[config.mk]
export PLATFORM = sky130hd
export DESIGN_NAME = rv32_fetch_stage
export DESIGN_NICKNAME = d
export VERILOG_FILES = /design/src/rtl/rv32_fetch_stage.sv
export SDC_FILE = /design/constraint.sdc
export NUM_CORES = 1
export LEC_CHECK = 0
export ABC_CLOCK_PERIOD_IN_PS = 8300
export CORE_ASPECT_RATIO = 0.7
export CORE_MARGIN = 5
export CORE_UTILIZATION = 25
export DETAILED_ROUTE_END_ITERATION = 16
export DONT_BUFFER_PORTS = 1
export PLACE_DENSITY = 0.36
export SLEW_MARGIN = 30
export SYNTH_ARGS = -nofsm -noshare
export SYNTH_HDL_FRONTEND = slang
export SYNTH_SLANG_ARGS = --single-unit
[constraint.sdc]
create_clock -name clk -period 8.3 [get_ports clk]
set_input_delay 1.66 -clock clk [delete_from_list [all_inputs] [get_ports clk]]
set_output_delay 1.66 -clock clk [all_outputs]
set_load 0.01 [all_outputs]
[src/rtl/rv32_fetch_stage.sv]
// Instruction fetch stage: issues sequential word fetches under a credit limit,
// queues returned words with their PCs, and hands {pc, instr} to decode.
module rv32_fetch_stage #(
  parameter logic [31:0] RESET_PC = 32'h0000_0000,
  parameter int unsigned DEPTH    = 2
) (
  input  logic        clk,
  input  logic        rst,
  output logic        imem_req_valid,
  input  logic        imem_req_ready,
  output logic [31:0] imem_req_addr,
  input  logic        imem_rsp_valid,
  input  logic [31:0] imem_rsp_data,
  input  logic        redirect,
  input  logic [31:0] redirect_pc,
  output logic        fetch_valid,
  input  logic        fetch_ready,
  output logic [31:0] fetch_pc,
  output logic [31:0] fetch_instr
);

  localparam int unsigned PTR_W = (DEPTH > 1) ? $clog2(DEPTH) : 1;
  localparam int unsigned CNT_W = $clog2(DEPTH + 1);
  localparam int unsigned SUM_W = CNT_W + 2;

  typedef logic [PTR_W-1:0] ptr_t;
  typedef logic [CNT_W-1:0] cnt_t;

  localparam ptr_t             LAST_PTR     = ptr_t'(DEPTH - 1);
  localparam logic [SUM_W-1:0] CREDIT_LIMIT = SUM_W'(DEPTH);

  function automatic ptr_t ptr_next(input ptr_t p);
    return (p == LAST_PTR) ? '0 : p + ptr_t'(1);
  endfunction

  logic [31:0] pc_q, pc_d;
  cnt_t        outstanding_q, outstanding_d;
  cnt_t        discard_q, discard_d;
  cnt_t        count_q, count_d;
  ptr_t        pcq_head_q, pcq_head_d, pcq_tail_q, pcq_tail_d;
  ptr_t        fifo_head_q, fifo_head_d, fifo_tail_q, fifo_tail_d;

  logic [31:0] pcq_mem        [DEPTH];
  logic [31:0] fifo_pc_mem    [DEPTH];
  logic [31:0] fifo_instr_mem [DEPTH];

  logic             req_fire, rsp_drop, rsp_keep, fifo_push, fifo_pop;
  logic [SUM_W-1:0] in_use;

  // outstanding counts live requests only; on redirect they move into discard,
  // so every in-flight response is counted exactly once across the two.
  always_comb begin
    in_use         = SUM_W'(outstanding_q) + SUM_W'(count_q) + SUM_W'(discard_q);
    imem_req_valid = !rst && !redirect && (in_use < CREDIT_LIMIT);
    imem_req_addr  = pc_q & 32'hFFFF_FFFC;
    req_fire       = imem_req_valid && imem_req_ready;
    rsp_drop       = imem_rsp_valid && (discard_q != '0);
    rsp_keep       = imem_rsp_valid && (discard_q == '0);
    fetch_valid    = (count_q != '0) && !redirect;
    fetch_pc       = (count_q != '0) ? fifo_pc_mem[fifo_head_q]    : '0;
    fetch_instr    = (count_q != '0) ? fifo_instr_mem[fifo_head_q] : '0;
    fifo_push      = rsp_keep && !redirect;
    fifo_pop       = fetch_valid && fetch_ready;
  end

  // NOTE: every _d starts from its _q so no path through this block infers a latch.
  always_comb begin
    pc_d          = pc_q;
    outstanding_d = outstanding_q;
    discard_d     = discard_q;
    count_d       = count_q;
    pcq_head_d    = pcq_head_q;
    pcq_tail_d    = pcq_tail_q;
    fifo_head_d   = fifo_head_q;
    fifo_tail_d   = fifo_tail_q;

    if (req_fire) begin
      pc_d       = pc_q + 32'd4;
      pcq_tail_d = ptr_next(pcq_tail_q);
    end
    if (imem_rsp_valid) pcq_head_d = ptr_next(pcq_head_q);

    if (redirect) begin
      pc_d          = redirect_pc & 32'hFFFF_FFFC;
      outstanding_d = '0;
      discard_d     = discard_q + outstanding_q - cnt_t'(imem_rsp_valid);
      count_d       = '0;
      fifo_head_d   = '0;
      fifo_tail_d   = '0;
    end else begin
      outstanding_d = outstanding_q + cnt_t'(req_fire) - cnt_t'(rsp_keep);
      discard_d     = discard_q - cnt_t'(rsp_drop);
      count_d       = count_q + cnt_t'(fifo_push) - cnt_t'(fifo_pop);
      if (fifo_push) fifo_tail_d = ptr_next(fifo_tail_q);
      if (fifo_pop)  fifo_head_d = ptr_next(fifo_head_q);
    end
  end

  // NOTE: sequential state uses non-blocking assignments only.
  always_ff @(posedge clk) begin
    if (rst) begin
      pc_q          <= RESET_PC;
      outstanding_q <= '0;
      discard_q     <= '0;
      count_q       <= '0;
      pcq_head_q    <= '0;
      pcq_tail_q    <= '0;
      fifo_head_q   <= '0;
      fifo_tail_q   <= '0;
    end else begin
      pc_q          <= pc_d;
      outstanding_q <= outstanding_d;
      discard_q     <= discard_d;
      count_q       <= count_d;
      pcq_head_q    <= pcq_head_d;
      pcq_tail_q    <= pcq_tail_d;
      fifo_head_q   <= fifo_head_d;
      fifo_tail_q   <= fifo_tail_d;
    end
  end

  // NOTE: storage arrays are not reset; occupancy lives in the counters and pointers.
  always_ff @(posedge clk) begin
    if (req_fire) pcq_mem[pcq_tail_q] <= imem_req_addr;
    if (fifo_push) begin
      fifo_pc_mem[fifo_tail_q]    <= pcq_mem[pcq_head_q];
      fifo_instr_mem[fifo_tail_q] <= imem_rsp_data;
    end
  end

  // A response with nothing in flight means memory and fetch disagree on credit.
  assert property (@(posedge clk) disable iff (rst)
    imem_rsp_valid |-> ((outstanding_q != '0) || (discard_q != '0)));

endmodule

==> run summary <==
Status - complete, no violations
PD cells - 237 nW/um^2
Setup repair after global routing missed its margin - no
Die width - 241 um
Critical path arrival - 2.59 ns
Pwr Total - 2.53 mW
Detailed Place HPWL - 15800 um
Non-Filler Cell Area, Final - 10700 um^2
Layout Area Growth over Synthesis - 14.2%
Worst VDD drop - 0.126 mV
Global-route usage over all layers - 11.5%
Slew HR - 35.0%
Cts repair resizes - 0
WL/cell - 20.7 um
CP endpoint kind - output port
Root buffer cell - clkbuf_16
TritonCTS clock tree - built
Place WS - 4.05 ns
Nets - 755
Row count - 59
HP Class - reg -> reg
WP data required - 6.64 ns
Worst-path cell chain - or2_1 -> nor4b_1
Via density - 4.50
Ys Warns - 0
# hold bufs at CTS - 0
TNS Setup - 0 ns
Worst Path Buf+Inv - 0
CTS Buf Count - 26
Skew-Pair Late Insertion Delay - 0.53 ns
Sequential fraction of the synthesis area - 68.1%
Top_reg_cell synth - edfxtp_1
Post-DP Area - 9900 um^2
# fillers - 3763
Grt ovf - 0
Initial antenna violation count - 2
Post-Route WL - 24400 um
Post-route ant nets - 0
CP max stage cell - nor4b_1
Iteration-0 DRC Markers - 334
Setup Fix Bufs, Post-CTS - 0
Slowest stage delay, CP - 0.54 ns
First-pass GRT wire length - 36100 um
Starting Density - 25.2%
Period minus WS final - 4.25 ns
Leak - 3.36 nW
CTS Buffer Depth - 3
# DRC - 0
Slew Limit Fails - 0
Mapped Area - 9340 um^2
Final period util - 51.3%
Critical path's top delay family - simple AND/OR/NAND/NOR gates
Critical path launch point type - input pin
Mapped Cells - 672
Number of global-route vias before repair - 5550
CP Class - in -> out
H-tree levels - 1
Total number of vias - 5314
Asr flop ratio synth - 0%
Top-count cell post-synth - edfxtp_1
Mean Syn Cell Area - 13.9 um^2
Port Buffers - 0
Final cell count without fillers - 1180
Worst-margin pin slew - 0.972 ns
Setup Viol. Count Final - 0
Fin worst setup slack - 4.05 ns
DRT Pass-1 Iters - 4
Unique cell type count in the Yosys netlist - 48
Largest net degree at the start of global routing - 63
Cell Count Post-Placement - 1133
Synth top area cells - edfxtp_1 (59%), dfxtp_1 (9.0%), mux2i_1 (6.9%), mux2_2 (4.1%), nor2_1 (3.9%)
Clock sinks - 226
Core Region - 37100 um^2
Final hold vios - 0
Clock transition at path regs - 0.06 ns
Die H - 172 um
FMAX - 235 MHz
Share of cells above drive strength 1 - 12.6%
Dominant cell type by area after synthesis - edfxtp_1
Setup skew after layout - 0.0122 ns
Die area - 41400 um^2
IO Pins - 168
Synth cell count leaders - edfxtp_1 (184), nor2_1 (98), mux2i_1 (64)
Share of the synthesized area in the top cell type - 59.1%
RePlAce Congestion - 0.787
Number of synthesized flops with an enable pin - 184
Post-synthesis sequential element count - 226
Max-Cap Viols - 0
CP max FO - 54
==> cell usage in the layout, fill, tap and decap left out, types with 4 or more instances in the layout <==
master     netlist  layout
nor2_1          98      94
a32oi_1          4       4
buf_4            4       5
nand2b_1         4       4
nand4_1         15      15
o21ai_0         15      15
dfxtp_1         42      40
xor2_1          13      13
inv_1           13      13
xnor2_1          7       7
conb_1           1       4
o22ai_1          7       7
clkinv_1         0       5
edfxtp_1       184     184
a22oi_1          8       8
clkbuf_1        21       8
a31oi_1         14      14
or3_1            4       4
mux2_2          34      34
mux2i_1         64      64
and3_1           8       8
nand2_1         19      19
nand3_1         12      12
nor2_4           0       4
clkbuf_16        0      27
ha_1            11      11
nor2b_1         10      10
a21oi_1         13      13
==> state kept, by name (all words and copies together) (netlist names), named ones only <==
register	flops
pcq_mem	60
fifo_tail_q	1
fifo_instr_mem	64
outstanding_q	2
fifo_head_q	1
count_q	2
pcq_tail_q	1
fifo_pc_mem	60
pc_q	30
discard_q	2
pcq_head_q	1
==> report_power, final <==
group	switching [mW]	total, mW	internal, mW
registers	0.0511	1.34	1.29
clock network	0.440	1.03	0.592
logic	0.0979	0.160	0.0621
==> per-layer routing <==
layer | wire length, um | global-route usage, %
met2 | 11700 | 19.0
met5 | 0 | 0
met4 | 617 | 3.58
met3 | 1850 | 3.65
met1 | 10200 | 14.5
==> logic make-up (layout without fill, tap and decap cells) <==
group | count (synthesis) | in the layout | synth area share, %
buffers and inverters | 52 | 67 | 2.53
multiplexers | 98 | 98 | 11.0
adder cells (fa/ha/maj) | 12 | 12 | 1.69
AND/OR/NAND/NOR | 193 | 193 | 10.1
XOR/XNOR | 20 | 20 | 1.88
AO/OA/AOI/OAI | 70 | 70 | 4.69
flip-flops | 226 | 226 | 68.1
other | 1 | 6 | 0.0401
==> tightest hold or removal path: stages, from the launching register on <==
cell and delay [ns]:
dfxtp_1 0.33, xor2_1 0.08, nor2_1 0.07
==> per-stage QoR <==
stage / hold slack [ns] / utilization (%)
6_report: 0.512 / 28.8
5_1_grt: 0.532 / 28.8
4_1_cts: 0.516 / 28.7
3_5_place_dp: 0.501 / 26.7
3_3_place_gp: 0.492 / 26.6
2_1_floorplan: 0.472 / -
==> worst paths after layout <==
check                                  start          endpoint  slack, ns  cells past startpoint
worst min register to register   fifo_head_q       fifo_head_q       0.51                      2
worst min-delay path             fifo_head_q       fifo_head_q       0.51                      2
worst max-delay path                redirect    imem_req_valid       4.05                      2
worst max register to register  discard_q[1]  outstanding_q[1]       4.89                     14
==> area by class of cell <==
type | count | area, um^2 | share of cell area, %
well taps | 488 | 611 | 5.72
multi-input cells | 397 | 2790 | 26.1
inverters | 14 | 52.6 | 0.492
clock inverters | 10 | 50.0 | 0.469
flip-flops and latches | 226 | 6370 | 59.7
diodes | 2 | 5.00 | 0.0469
repair buffers | 8 | 87.6 | 0.821
clock buffers | 35 | 706 | 6.61
Power figures use the tool's default switching activity.
